==> config.mk <==
export PLATFORM = sky130hd
export DESIGN_NAME = spi_slave_rx_flat
export DESIGN_NICKNAME = d
export VERILOG_FILES = /design/src/rtl/spi_slave_rx_if.sv /design/src/rtl/spi_slave_rx.sv /design/src/flat_wrapper.sv
export SDC_FILE = /design/constraint.sdc
export NUM_CORES = 1
export LEC_CHECK = 0
export CAP_MARGIN = 10
export CORE_MARGIN = 4
export CORE_UTILIZATION = 34
export CTS_CLUSTER_DIAMETER = 80
export DETAILED_ROUTE_END_ITERATION = 7
export GPL_TIMING_DRIVEN = 0
export PLACE_DENSITY = 0.58
export SLEW_MARGIN = 40
export SYNTH_ARGS = -nofsm -noshare
export SYNTH_HDL_FRONTEND = slang
export SYNTH_SLANG_ARGS = --single-unit
==> constraint.sdc <==
create_clock -name sys_clk -period 2.3 [get_ports sys_clk]
set_input_delay 0.345 -clock sys_clk [delete_from_list [all_inputs] [get_ports sys_clk]]
set_output_delay 0.345 -clock sys_clk [all_outputs]
set_load 0.01 [all_outputs]
==> src/rtl/spi_slave_rx_if.sv <==
// SPI slave pins plus the RX/TX byte streams of spi_slave_rx.
// slave: DUT side; master: SPI master / byte producer-consumer side.
interface spi_slave_rx_if;
  logic       spi_clk_i;
  logic       spi_mosi_i;
  logic       spi_cs_i;
  logic       spi_miso_o;
  logic [7:0] rx_data_o;
  logic       rx_valid_o;
  logic       rx_ready_i;
  logic [7:0] tx_data_i;
  logic       tx_valid_i;
  logic       tx_ready_o;
  logic       busy_o;
  logic       rx_overrun_o;
  logic       tx_underrun_o;

  modport slave (
    input  spi_clk_i, spi_mosi_i, spi_cs_i,
    input  rx_ready_i, tx_data_i, tx_valid_i,
    output spi_miso_o, rx_data_o, rx_valid_o,
    output tx_ready_o, busy_o,
    output rx_overrun_o, tx_underrun_o
  );

  modport master (
    output spi_clk_i, spi_mosi_i, spi_cs_i,
    output rx_ready_i, tx_data_i, tx_valid_i,
    input  spi_miso_o, rx_data_o, rx_valid_o,
    input  tx_ready_o, busy_o,
    input  rx_overrun_o, tx_underrun_o
  );
endinterface

==> src/rtl/spi_slave_rx.sv <==
// SPI mode-3 slave, oversampled by sys_clk: RX byte stream out, TX byte in.
// Ports: sys_clk, sys_rst_n (async low), bus (spi_slave_rx_if.slave).
// Option: SPI_SLAVE_RX_LOOPBACK_EN echoes last RX byte instead of IDLE_FILL.
module spi_slave_rx #(
  parameter int         SYNC_STAGES = 2,
  parameter logic [7:0] IDLE_FILL   = 8'hFF
) (
  input logic           sys_clk,
  input logic           sys_rst_n,
  spi_slave_rx_if.slave bus
);

  typedef enum logic {IDLE = 1'b0, ACTIVE = 1'b1} state_t;

  state_t state_q, state_d;

  logic [SYNC_STAGES-1:0] sclk_sync;
  logic [SYNC_STAGES-1:0] mosi_sync;
  logic [SYNC_STAGES-1:0] cs_sync;

  logic       sclk_s, mosi_s, cs_s;
  logic       sclk_d, rise_q, fall_q, mosi_q;
  logic [2:0] bit_cnt;
  logic [6:0] rx_acc;
  logic [7:0] rx_data, tx_hold, tx_shift;
  logic       rx_valid, tx_full;
  logic       overrun, underrun;
  logic       active, rise, fall, done;
  logic       consume, load, clr_flags;
  logic [7:0] rx_byte, fill;
  logic       fill_flag;

  assign sclk_s = sclk_sync[SYNC_STAGES-1];
  assign mosi_s = mosi_sync[SYNC_STAGES-1];
  assign cs_s   = cs_sync[SYNC_STAGES-1];

  // Edge pulses are registered once more so MOSI and the
  // pulse stay aligned and RX latency is SYNC_STAGES+1.
  always_ff @(posedge sys_clk or negedge sys_rst_n) begin
    if (!sys_rst_n) begin
      sclk_sync <= '1;
      mosi_sync <= '1;
      cs_sync   <= '1;
      sclk_d    <= 1'b1;
      rise_q    <= 1'b0;
      fall_q    <= 1'b0;
      mosi_q    <= 1'b1;
    end else begin
      sclk_sync <= {sclk_sync[SYNC_STAGES-2:0], bus.spi_clk_i};
      mosi_sync <= {mosi_sync[SYNC_STAGES-2:0], bus.spi_mosi_i};
      cs_sync   <= {cs_sync[SYNC_STAGES-2:0], bus.spi_cs_i};
      sclk_d    <= sclk_s;
      rise_q    <= sclk_s & ~sclk_d;
      fall_q    <= ~sclk_s & sclk_d;
      mosi_q    <= mosi_s;
    end
  end

  always_ff @(posedge sys_clk or negedge sys_rst_n) begin
    if (!sys_rst_n) state_q <= IDLE;
    else            state_q <= state_d;
  end

  always_comb begin
    state_d   = state_q;
    active    = 1'b0;
    unique case (state_q)
      IDLE:   if (!cs_s) state_d = ACTIVE;
      ACTIVE: begin
        active = 1'b1;
        if (cs_s) state_d = IDLE;
      end
      default: state_d = IDLE;
    endcase
    rise      = active & rise_q;
    fall      = active & fall_q;
    done      = rise && (bit_cnt == 3'd7);
    load      = fall && (bit_cnt == 3'd0);
    rx_byte   = {rx_acc, mosi_q};
    consume   = rx_valid & bus.rx_ready_i;
    clr_flags = ~active & bus.rx_ready_i;
  end

`ifdef SPI_SLAVE_RX_LOOPBACK_EN
  assign fill      = rx_data;
  assign fill_flag = 1'b0;
`else
  assign fill      = IDLE_FILL;
  assign fill_flag = 1'b1;
`endif

  // Counter wraps 7->0 on the byte's last sample.
  always_ff @(posedge sys_clk or negedge sys_rst_n) begin
    if (!sys_rst_n)  bit_cnt <= 3'd0;
    else if (!active) bit_cnt <= 3'd0;
    else if (rise)    bit_cnt <= bit_cnt + 3'd1;
  end

  always_ff @(posedge sys_clk or negedge sys_rst_n) begin
    if (!sys_rst_n) begin
      rx_acc   <= 7'd0;
      rx_data  <= 8'h00;
      rx_valid <= 1'b0;
      overrun  <= 1'b0;
    end else begin
      if (rise) rx_acc <= {rx_acc[5:0], mosi_q};
      // A same-cycle consume frees the slot for the new byte.
      if (done && (!rx_valid || bus.rx_ready_i)) begin
        rx_data  <= rx_byte;
        rx_valid <= 1'b1;
      end else if (consume) begin
        rx_valid <= 1'b0;
      end
      if (clr_flags)
        overrun <= 1'b0;
      else if (done && rx_valid && !bus.rx_ready_i)
        overrun <= 1'b1;
    end
  end

  always_ff @(posedge sys_clk or negedge sys_rst_n) begin
    if (!sys_rst_n) begin
      tx_hold  <= 8'h00;
      tx_full  <= 1'b0;
      tx_shift <= 8'hFF;
      underrun <= 1'b0;
    end else begin
      if (load)      tx_shift <= tx_full ? tx_hold : fill;
      else if (fall) tx_shift <= {tx_shift[6:0], 1'b1};
      if (bus.tx_valid_i && !tx_full) begin
        tx_hold <= bus.tx_data_i;
        tx_full <= 1'b1;
      end else if (load) begin
        tx_full <= 1'b0;
      end
      if (clr_flags)
        underrun <= 1'b0;
      else if (load && !tx_full && fill_flag)
        underrun <= 1'b1;
    end
  end

  assign bus.spi_miso_o    = active ? tx_shift[7] : 1'b1;
  assign bus.rx_data_o     = rx_data;
  assign bus.rx_valid_o    = rx_valid;
  assign bus.tx_ready_o    = ~tx_full;
  assign bus.busy_o        = active;
  assign bus.rx_overrun_o  = overrun;
  assign bus.tx_underrun_o = underrun;

endmodule

==> src/flat_wrapper.sv <==
// flat-port wrapper written by rule: the top's interface ports become plain ports
module spi_slave_rx_flat 
#(
  parameter int         SYNC_STAGES = 2,
  parameter logic [7:0] IDLE_FILL   = 8'hFF
)
  (sys_clk, sys_rst_n, bus_spi_clk_i, bus_spi_mosi_i, bus_spi_cs_i, bus_rx_ready_i, bus_tx_data_i, bus_tx_valid_i, bus_spi_miso_o, bus_rx_data_o, bus_rx_valid_o, bus_tx_ready_o, bus_busy_o, bus_rx_overrun_o, bus_tx_underrun_o);
  spi_slave_rx_if bus_i ();
  input logic sys_clk;
  input logic sys_rst_n;
  input wire logic [$bits(bus_i.spi_clk_i)-1:0] bus_spi_clk_i;
  input wire logic [$bits(bus_i.spi_mosi_i)-1:0] bus_spi_mosi_i;
  input wire logic [$bits(bus_i.spi_cs_i)-1:0] bus_spi_cs_i;
  input wire logic [$bits(bus_i.rx_ready_i)-1:0] bus_rx_ready_i;
  input wire logic [$bits(bus_i.tx_data_i)-1:0] bus_tx_data_i;
  input wire logic [$bits(bus_i.tx_valid_i)-1:0] bus_tx_valid_i;
  output wire logic [$bits(bus_i.spi_miso_o)-1:0] bus_spi_miso_o;
  output wire logic [$bits(bus_i.rx_data_o)-1:0] bus_rx_data_o;
  output wire logic [$bits(bus_i.rx_valid_o)-1:0] bus_rx_valid_o;
  output wire logic [$bits(bus_i.tx_ready_o)-1:0] bus_tx_ready_o;
  output wire logic [$bits(bus_i.busy_o)-1:0] bus_busy_o;
  output wire logic [$bits(bus_i.rx_overrun_o)-1:0] bus_rx_overrun_o;
  output wire logic [$bits(bus_i.tx_underrun_o)-1:0] bus_tx_underrun_o;
  assign bus_i.spi_clk_i = bus_spi_clk_i;
  assign bus_i.spi_mosi_i = bus_spi_mosi_i;
  assign bus_i.spi_cs_i = bus_spi_cs_i;
  assign bus_i.rx_ready_i = bus_rx_ready_i;
  assign bus_i.tx_data_i = bus_tx_data_i;
  assign bus_i.tx_valid_i = bus_tx_valid_i;
  assign bus_spi_miso_o = bus_i.spi_miso_o;
  assign bus_rx_data_o = bus_i.rx_data_o;
  assign bus_rx_valid_o = bus_i.rx_valid_o;
  assign bus_tx_ready_o = bus_i.tx_ready_o;
  assign bus_busy_o = bus_i.busy_o;
  assign bus_rx_overrun_o = bus_i.rx_overrun_o;
  assign bus_tx_underrun_o = bus_i.tx_underrun_o;
  spi_slave_rx #(.SYNC_STAGES(SYNC_STAGES), .IDLE_FILL(IDLE_FILL)) u_core (.sys_clk(sys_clk), .sys_rst_n(sys_rst_n), .bus(bus_i));
endmodule
==> run metrics, run 1 <==
sequential cell area=roughly 0.0012 sq mm; area leader, netlist=dfrtp_1; wire per inst=approximately 14 um; Fillers=514; Critical Path Fanout Max=10; cts-stage hold buffer count=1; Max VDD drop=just under 0.0004 V; DR DRC count=0; Final Util=~44%; Worst Path Arrival=1.46 ns; Crit Reg-Reg Startpoint=u_core.bit_cnt[2]$_DFFE_PN0P_; # diodes=0; post-CTS setup buffer count=0; Mapped Area=between 0.0015 and 0.002 sq mm; largest net degree at the start of global routing=41; FF+latch count, synth=49; most common cell in the netlist=dfrtp_1; Slew HR=roughly 78%; syn_nets=~160; TritonCTS Buffers=5; XOR/XNOR share of the synthesized area=less than 1%; Fin. Hold Viols=0; Die Y=roughly 83 um; Distinct cells, synth=24; All-Layer GR Usage=a little over a tenth; Least-Margin Pin Slew=0.335 ns; outcome=finished, final reports clean; worst setup margin=about 0.49 ns; FF-to-FF End=u_core.bus.rx_data_o[3]$_DFFE_PN0P_; FMAX=between 0.5 and 0.6 GHz; DR iter-0 viols=19; Num Clock Sinks=just under 50; primary flip-flop cell chosen by synthesis mapping=dfrtp_1; clock skew=~0.0074 ns; nets=195; Crit path required time=just under 2 ns; FF-to-FF path depth=4; global-route wire length before repair=6020 um; max-slew violation count=0; MaxCap Viol Count=0; Tot Pwr=2.23 mW; clock network latency to the later pin of the worst-skew pair=0.30 ns; Cells after Synth=140; Syn Area/Cell=13.8 sq um; number of synthesis warnings=0; multiplexer share of the synthesized area=between 10% and 20%; share of layout cells above drive strength 1=30.3%; reg-to-reg slack, setup=about 0.7 ns; CP Launch Type=flop; FP Rows=27; CTS tree=done; Post-synth ARST share=100%; Placer Congestion=0.686; Root Driver=clkbuf_8; fin crit share=between 70% and 80%; Worst path max stage delay=around 0.55 ns; core area=between 0.005 and 0.006 sq mm; port bufs=28; initial antenna violation count=0; Synth Area in Compound Gates=5.63%; crit path launch=u_core.tx_full$_DFFE_PN0P_; Post-synth EDFFs=0; post-synthesis sequential area ratio=around 65%; DPL Wire Length=2580 um; min-delay src=u_core.mosi_sync[1]$_DFF_PN1_; min Tclk post-route=around 1.8 ns; leakage=about 1.1 nW; synth cell count leaders=33 x dfrtp_1, 23 x mux2_2, 16 x dfstp_2, 12 x o21ai_0, 10 x nand2_1; worst setup path endpoint=bus_tx_ready_o; vias per inst=4.66; number of global-route vias before repair=1287; PwrDens=914 mW/mm^2; Die Width=between 80 and 90 um; I/O pin cnt=29; total gr overflow=0; Die ar.=just under 0.007 sq mm; critical setup path kind=flop to output pin; CTS clk-pin slew, worst paths=roughly 0.080 ns; unrepaired setup endpoints after global routing=false; Setup-failing EPs final=0; depth of the CTS H-tree=2; vias=around 1200; Layout area overhead=26.2%; Post-Synth Simple-Gate Area=a little over a tenth; Place WS=between 0.5 and 0.6 ns; Adder-Cell Fraction of Synth Area=1.94%; highest-delay cell along the critical path=clkdlybuf4s50_1; Yosys top cell area share=a little over two fifths; worst-path cell chain=inv_1, clkdlybuf4s50_1; Final ANT Viol Nets=0; CTS resizes=0; largest family of logic cells by synthesized area=multiplexers; Multi-input gate area=around 640 sq um; Crit. End Element=output pin; synth top area cells=dfrtp_1 43%, dfstp_2 22%, mux2_2 13%, o21ai_0 3.1%, or4bb_1 2.9%; drt first pass iters=4; Initial Util=between 30% and 40%; Hold WC Path Type=flop to flop; clk buf depth=2; WL final=roughly 3500 um
how the worst min path moves through the flow:
stage,cells past startpoint,to
floorplan,0,u_core.bit_cnt[0]$_DFFE_PN0P_
global placement,0,u_core.cs_sync[1]$_DFF_PN1_
detailed placement,1,u_core.tx_hold[5]$_DFFE_PN0P_
CTS,0,u_core.mosi_q$_DFF_PN1_
global route,0,u_core.cs_sync[1]$_DFF_PN1_
finish,0,u_core.mosi_q$_DFF_PN1_
power by group:
part	switching [mW]	internal, mW	leakage (nW)
Sequential	0.128	1.10	0.591
Combinational	0.166	0.254	0.429
Clock	0.263	0.322	0.0552
logic make-up (layout without fill, tap and decap cells):
logic type / Yosys count / after routing
AOI/OAI and AO/OA: 20 / 20
xor gates and xnor gates: 1 / 1
adders and majority gates: 3 / 3
buffers and inverters: 10 / 48
DFF: 49 / 49
muxes: 25 / 25
and+or+nand+nor: 32 / 32
worst max-delay path, delay by kind of cell (launching register included):
| family | cells | cell delay, ns |
|---|---|---|
| buffers and inverters | 2 | 0.70 |
| flip-flops | 1 | 0.47 |
cell usage in the layout, fill, tap and decap left out:
master           instances
nand3_1                  1
o21ai_0                 12
nand2_1                 10
a21oi_1                  1
nor3b_1                  1
mux2_2                  23
nor2_1                   4
dfrtp_1                 33
nand4bb_1                2
nand3_2                  1
buf_12                   1
buf_4                    1
clkdlybuf4s50_1         27
or4bb_1                  5
nand2b_1                 2
clkbuf_8                 5
ha_1                     3
mux2i_1                  2
buf_2                    4
nor2b_1                  5
dfstp_2                 16
dlygate4sd3_1            1
o2bb2ai_1                1
nor2_4                   1
clkinv_2                 1
clkbuf_1                 1
a21o_1                   1
xnor2_1                  1
inv_1                    6
a31oi_1                  2
o21ai_1                  3
bufinv_16                1
registers in the layout, indices dropped and copies added (netlist names):
signal,cells
u_core.rise_q,1
u_core.tx_shift,8
u_core.fall_q,1
u_core.sclk_d,1
u_core.bus.rx_overrun_o,1
u_core.bus.rx_data_o,8
u_core.mosi_sync,2
u_core.rx_acc,7
u_core.sclk_sync,2
u_core.cs_sync,2
u_core.tx_full,1
u_core.bus.rx_valid_o,1
u_core.bit_cnt,3
u_core.mosi_q,1
u_core.tx_hold,8
u_core.state_q,1
u_core.bus.tx_underrun_o,1
cell type report:
type	count	area share, %
Sequential cell	49	51.1
Multi-Input combinational cell	81	26.4
Timing Repair Buffer	30	12.6
Tap cell	72	3.70
Clock buffer	6	2.98
Clock inverter	2	1.44
Inverter	6	0.924
Buffer	4	0.821
stage by stage:
stage | setup TNS (ns) | hold WS, ns | instances | instance area (sq um)
2_1_floorplan | 0 | 0.0494 | 140 | 1930
3_3_place_gp | -12.16 | 0.346 | 240 | 2300
3_5_place_dp | 0 | 0.186 | 241 | 2320
4_1_cts | 0 | 0.361 | 250 | 2440
5_1_grt | 0 | 0.367 | 250 | 2440
6_report | 0 | 0.360 | 250 | 2440
per-layer routing:
layer	part of all wire [%]	up-vias	global-route usage, %
met5	0	-	0
met4	1.4	0	4.01
met3	5.3	6	4.17
met2	51	26	18.9
met1	42	580	12.3
li1	-	553	-
Note: power is estimated with default switching activity, not from simulation.
==> inputs of run 2 (changes only) <==
- clock period: 2.3 -> 1.8 ns (I/O delays scaled with it)
==> run 2 against run 1 <==
Global-route usage is the same. Flip-flop and latch count unchanged. Power is 28% higher. Largest cell class unchanged. Highest routed layer unchanged.
==> run metrics, run 2 (synthesis gave the netlist of run 1 again) <==
outcome=finished, final reports clean (unchanged); clock skew=0.00742 ns (unchanged); min Tclk post-route=roughly 1.7 ns; worst-path cell chain=nand2b_1, clkdlybuf4s50_1 (was inv_1, clkdlybuf4s50_1); Fillers=513 (was 514); Hold Worst Slack=0.337 ns (was 0.360 ns); share of layout cells above drive strength 1=30.9% (was 30.3%); Worst Path Arrival=1.45 ns (was 1.46 ns); Crit path required time=1.53 ns (was 1.96 ns); Final ANT Viol Nets=0 (unchanged); Die Y=83.4 um (unchanged); number of global-route vias before repair=1287 (unchanged); Slew HR=77.6% (unchanged); max-slew violation count=0 (unchanged); I/O pin cnt=29 (unchanged); FMAX=~0.58 GHz; leakage=1.07 nW (about the same); vias=1165 (unchanged); Fin. Hold Viols=0 (unchanged); Root Driver=clkbuf_8 (unchanged); Die Width=83.4 um (unchanged); Initial Util=35.1% (unchanged); depth of the CTS H-tree=2 (unchanged); FF-to-FF path depth=4 (unchanged); core area=0.00551 sq mm (unchanged); Area after DPL=0.00232 sq mm (unchanged); unrepaired setup endpoints after global routing=false (unchanged); Die ar.=0.00695 sq mm (unchanged); All-Layer GR Usage=11.0% (unchanged); fin crit share=a little over nine tenths; DPL Wire Length=2580 um (unchanged); initial antenna violation count=0 (unchanged); setup TNS=0 ns (unchanged); wire per inst=14.1 um (unchanged); WL final=3510 um (unchanged); global-route wire length before repair=6020 um (unchanged); Worst path max stage delay=0.53 ns (was 0.55 ns); total gr overflow=0 (unchanged); dpl cells=241 (unchanged); nets=195 (unchanged); FP Rows=27 (unchanged); # diodes=0 (unchanged); Crit. End Element=output pin (unchanged); reg-to-reg slack, setup=0.20 ns (was 0.70 ns); Setup-failing EPs final=0 (unchanged); Crit Reg-Reg Startpoint=u_core.bit_cnt[2]$_DFFE_PN0P_ (unchanged); CP Launch Type=flop (unchanged); clock network latency to the later pin of the worst-skew pair=0.30 ns (about the same); Least-Margin Pin Slew=0.335 ns (unchanged); port bufs=28 (unchanged); Finished Layout Cells=250 (unchanged); CTS clk-pin slew, worst paths=0.08 ns (about the same); Critical Path Fanout Max=2 (was 10); vias per inst=4.66 (unchanged); drt first pass iters=4 (unchanged); largest net degree at the start of global routing=41 (unchanged); Hold WC Path Type=input port to asynchronous set/reset pin (was flop to flop); highest-delay cell along the critical path=dfstp_2 (was clkdlybuf4s50_1); Max VDD drop=0.000494 V (was 0.000387 V); Num Clock Sinks=49 (unchanged); most frequent cells in the layout=32 x dfrtp_1, 27 x clkdlybuf4s50_1, 23 x mux2_2, 16 x dfstp_2, 12 x o21ai_0 (was 33 x dfrtp_1, 27 x clkdlybuf4s50_1, 23 x mux2_2, 16 x dfstp_2, 12 x o21ai_0); DR DRC count=0 (unchanged); Placer Congestion=0.686 (unchanged); post-route design area=0.00244 sq mm (about the same); PwrDens=1170 mW/mm^2 (was 914 mW/mm^2); DR iter-0 viols=19 (unchanged); most common cell after layout, fill and taps aside=dfrtp_1 (unchanged); MaxCap Viol Count=0 (unchanged); CTS tree=done (unchanged); CP delay by family, top=flip-flops (was buffers and inverters); CP Buf/Inv Count=1 (was 2); FF-to-FF End=u_core.bus.rx_data_o[3]$_DFFE_PN0P_ (unchanged); clk buf depth=2 (unchanged); critical setup path kind=flop to output pin (unchanged); Layout area overhead=26.2% (about the same); TritonCTS Buffers=5 (unchanged)
run 2: cell count changes in the layout (fill, tap and decap cells not counted):
| cell | change |
|---|---|
| dfrtp_1 | -1 |
| dfrtp_2 | +1 |
run 2: what timing repair did:
item                                    in CTS  in global routing
endpoints found under the hold margin        9                  0
hold buffers                                 1                  0
gates resized for setup                      0                  1
endpoints found under the setup margin       0                  1
buffers inserted                             0                  0
run 2: layer usage:
metal  routed length, um  share of wire, %  GRT usage [%]  up-vias
li1                    -                 -              -      553
met1                1470                42           12.3      580
met2                1810                51           18.9       26
met3                 185               5.3           4.17        6
met4                  48               1.4           4.01        0
met5                   0                 0              0        -
run 2: final cells by class:
type / instances / area [sq um] / area share, %
plain buffers: 4 / 20.0 / 0.821
clock buffers: 6 / 72.6 / 2.98
clock inverters: 2 / 35.0 / 1.44
inverters: 6 / 22.5 / 0.924
multi-input cells: 81 / 643 / 26.4
flip-flops and latches: 49 / 1250 / 51.2
well taps: 72 / 90.1 / 3.69
repair buffers: 30 / 308 / 12.6
run 2: power by group:
group,internal [mW],switching (mW),total [mW],leakage (nW)
logic,0.325,0.212,0.537,0.429
registers,1.40,0.163,1.57,0.590
clock network,0.412,0.336,0.748,0.0552
run 2: worst reg2reg max path, cell delays in order, from the launching register on:
cell and delay [ns]:
dfrtp_1 0.50, ha_1 0.25, nand3_2 0.12, nor2_4 0.25, mux2_2 0.38
run 2: per-stage QoR:
stage | total power, mW | worst slack (ns) | utilization, %
2_1_floorplan | 1.90 | 0.367 | -
3_3_place_gp | 2.09 | -0.795 | 41.8
3_5_place_dp | 2.13 | 0.154 | 42.1
4_1_cts | 2.90 | 0.0484 | 44.3
5_1_grt | 3.03 | 0.0216 | 44.3
6_report | 2.85 | 0.0767 | 44.3
run 2: worst max path at each step:
stage | cells past startpoint | end | startpoint
CTS | 2 | bus_tx_ready_o | u_core.tx_full$_DFFE_PN0P_
floorplan | 5 | u_core.bus.rx_data_o[0]$_DFFE_PN0P_ | u_core.bit_cnt[0]$_DFFE_PN0P_
detailed placement | 4 | u_core.bus.rx_data_o[7]$_DFFE_PN0P_ | bus_rx_ready_i
finish | 2 | bus_spi_miso_o | u_core.tx_shift[7]$_DFFE_PN1P_
global route | 2 | bus_spi_miso_o | u_core.tx_shift[7]$_DFFE_PN1P_
global placement | 1 | u_core.bus.rx_data_o[4]$_DFFE_PN0P_ | sys_rst_n
==> inputs of run 3 (changes only) <==
- CORE_UTILIZATION: 34 -> 40
- GPL_TIMING_DRIVEN: 0 -> unset
- PLACE_DENSITY: 0.58 -> 0.66
==> run 3 against run 2 <==
Worst hold slack better by 0.023 ns. Highest routed layer unchanged. First-iteration DRC count is 37% higher. Clock skew is 0.00051 ns lower. Largest power group unchanged.
==> run metrics, run 3 (synthesis gave the netlist of run 1 again) <==
outcome=finished, final reports clean (unchanged); depth of the CTS H-tree=2 (unchanged); number of global-route vias before repair=1247 (was 1287); vias per inst=4.97 (was 4.66); setup TNS=0 ns (unchanged); Final ANT Viol Nets=0 (unchanged); max-slew violation count=0 (unchanged); wire per inst=13.8 um (was 14.1 um); Levels on crit path=2 (unchanged); Worst path max stage delay=0.55 ns (was 0.53 ns); hold path depth=0; Max VDD drop=0.000698 V (was 0.000494 V); crit path launch=u_core.tx_full$_DFFE_PN0P_ (was u_core.tx_shift[7]$_DFFE_PN1P_); largest net degree at the start of global routing=28 (was 41); Num Clock Sinks=49 (unchanged); Critical Path Fanout Max=10 (was 2); post-CTS setup buffer count=0 (unchanged); core area=0.00469 sq mm (was 0.00551 sq mm); worst-path cell chain=inv_1, clkdlybuf4s50_1 (was nand2b_1, clkdlybuf4s50_1); fin crit share=96.0% (was 95.7%); Initial Util=41.2% (was 35.1%); DPL Wire Length=2400 um (was 2580 um); Least-Margin Pin Slew=0.545 ns (was 0.335 ns); FP Rows=25 (was 27); clock skew=0.00690 ns (was 0.00742 ns); clk buf depth=2 (unchanged); Die Width=77.5 um (was 83.4 um); Tot Pwr=2.75 mW (was 2.85 mW); TritonCTS Buffers=5 (unchanged); most common cell after layout, fill and taps aside=dfrtp_1 (unchanged); Setup-failing EPs final=0 (unchanged); Hold WC Path Type=flop to flop (was input port to asynchronous set/reset pin); CTS tree=done (unchanged); DR iter-0 viols=26 (was 19); port bufs=28 (unchanged); critical setup path kind=flop to output pin (unchanged); # diodes=0 (unchanged); WL final=3200 um (was 3510 um); Crit Reg-Reg Startpoint=u_core.bit_cnt[0]$_DFFE_PN0P_ (was u_core.bit_cnt[2]$_DFFE_PN0P_); Die Y=77.5 um (was 83.4 um); worst setup path endpoint=bus_tx_ready_o (was bus_spi_miso_o); DR DRC count=0 (unchanged); reg-to-reg slack, setup=0.21 ns (was 0.20 ns); FMAX=0.578 GHz (was 0.580 GHz); Slew HR=63.7% (was 77.6%); initial antenna violation count=0 (unchanged); share of layout cells above drive strength 1=32.0% (was 30.9%); total gr overflow=0 (unchanged); Crit. End Element=output pin (unchanged); Crit path required time=1.53 ns (about the same); Layout area overhead=24.8% (was 26.2%); Placer Congestion=0.719 (was 0.686); dpl cells=223 (was 241); vias=1152 (was 1165); MaxCap Viol Count=0 (unchanged); PwrDens=1140 mW/mm^2 (was 1170 mW/mm^2); Finished Layout Cells=232 (was 250); min Tclk post-route=1.73 ns (was 1.72 ns); min-delay src=u_core.cs_sync[0]$_DFF_PN1_; most frequent cells in the layout=31 x dfrtp_1, 27 x clkdlybuf4s50_1, 23 x mux2_2, 16 x dfstp_2, 12 x o21ai_0 (was 32 x dfrtp_1, 27 x clkdlybuf4s50_1, 23 x mux2_2, 16 x dfstp_2, 12 x o21ai_0); Worst Path Arrival=1.46 ns (was 1.45 ns); global-route wire length before repair=5620 um (was 6020 um); Die ar.=0.00601 sq mm (was 0.00695 sq mm); nets=195 (unchanged); Fin. Hold Viols=0 (unchanged); I/O pin cnt=29 (unchanged); CP Launch Type=flop (unchanged); CP delay by family, top=buffers and inverters (was flip-flops); CP Buf/Inv Count=2 (was 1); highest-delay cell along the critical path=clkdlybuf4s50_1 (was dfstp_2); leakage=1.07 nW (about the same); CTS clk-pin slew, worst paths=0.09 ns (was 0.08 ns); FF-to-FF path depth=5 (was 4); clock network latency to the later pin of the worst-skew pair=0.30 ns (about the same); Root Driver=clkbuf_8 (unchanged); unrepaired setup endpoints after global routing=false (unchanged); All-Layer GR Usage=11.8% (was 11.0%); drt first pass iters=4 (unchanged); FF-to-FF End=u_core.bus.rx_data_o[1]$_DFFE_PN0P_ (was u_core.bus.rx_data_o[3]$_DFFE_PN0P_)
==> run 3: through the flow <==
stage               setup WS (ns)  area, sq um  util [%]  hold WS (ns)
floorplan                   0.367         1930         -       -0.0256
global placement            0.216         2300      49.1         0.267
detailed placement          0.183         2300      49.1         0.281
CTS                        0.0199         2410      51.3         0.345
global route               0.0177         2410      51.4         0.335
finish                     0.0711         2410      51.4         0.360
==> run 3: report_power, final <==
group	switching, mW	total (mW)	internal, mW	leakage, nW
combinational	0.202	0.532	0.330	0.432
clock	0.377	0.660	0.283	0.0452
sequential	0.157	1.56	1.40	0.589
==> run 3: worst reg2reg max path, delay by kind of cell, from the launching register on <==
kind,cells,cell delay [ns]
adder cells (fa/ha/maj),2,0.35
flip-flops,1,0.41
multiplexers,1,0.38
AND/OR/NAND/NOR,2,0.36
==> run 3: worst min path at each step <==
stage | to | slack, ns
2_1_floorplan | u_core.bit_cnt[0]$_DFFE_PN0P_ | -0.03
3_3_place_gp | u_core.tx_hold[6]$_DFFE_PN0P_ | 0.27
3_5_place_dp | u_core.tx_hold[5]$_DFFE_PN0P_ | 0.28
4_1_cts | u_core.sclk_sync[0]$_DFF_PN1_ | 0.34
5_1_grt | u_core.sclk_sync[0]$_DFF_PN1_ | 0.34
6_report | u_core.cs_sync[1]$_DFF_PN1_ | 0.36
==> run 3: routing by layer <==
layer / wire (um) / vias up / track usage (%)
li1: - / 559 / -
met3: 134 / 2 / 3.83
met2: 1700 / 19 / 20.5
met1: 1340 / 572 / 14.0
met4: 24 / 0 / 3.20
met5: 0 / - / 0
==> run 3: area by class of cell <==
cell class / instances / area, sq um
clock inverter: 3 / 25.0
tap: 54 / 67.6
inverter: 6 / 22.5
fill: 408 / 2280
timing repair buffer: 34 / 335
sequential: 49 / 1250
clock buffer: 5 / 68.8
multi-input combinational: 81 / 643
==> run 3: timing repair <==
item / 4_1_cts / 5_1_grt
endpoints found under the hold margin: 14 / 0
endpoints found under the setup margin: 0 / 2
gates resized for setup: 0 / 2
hold buffers: 1 / 0
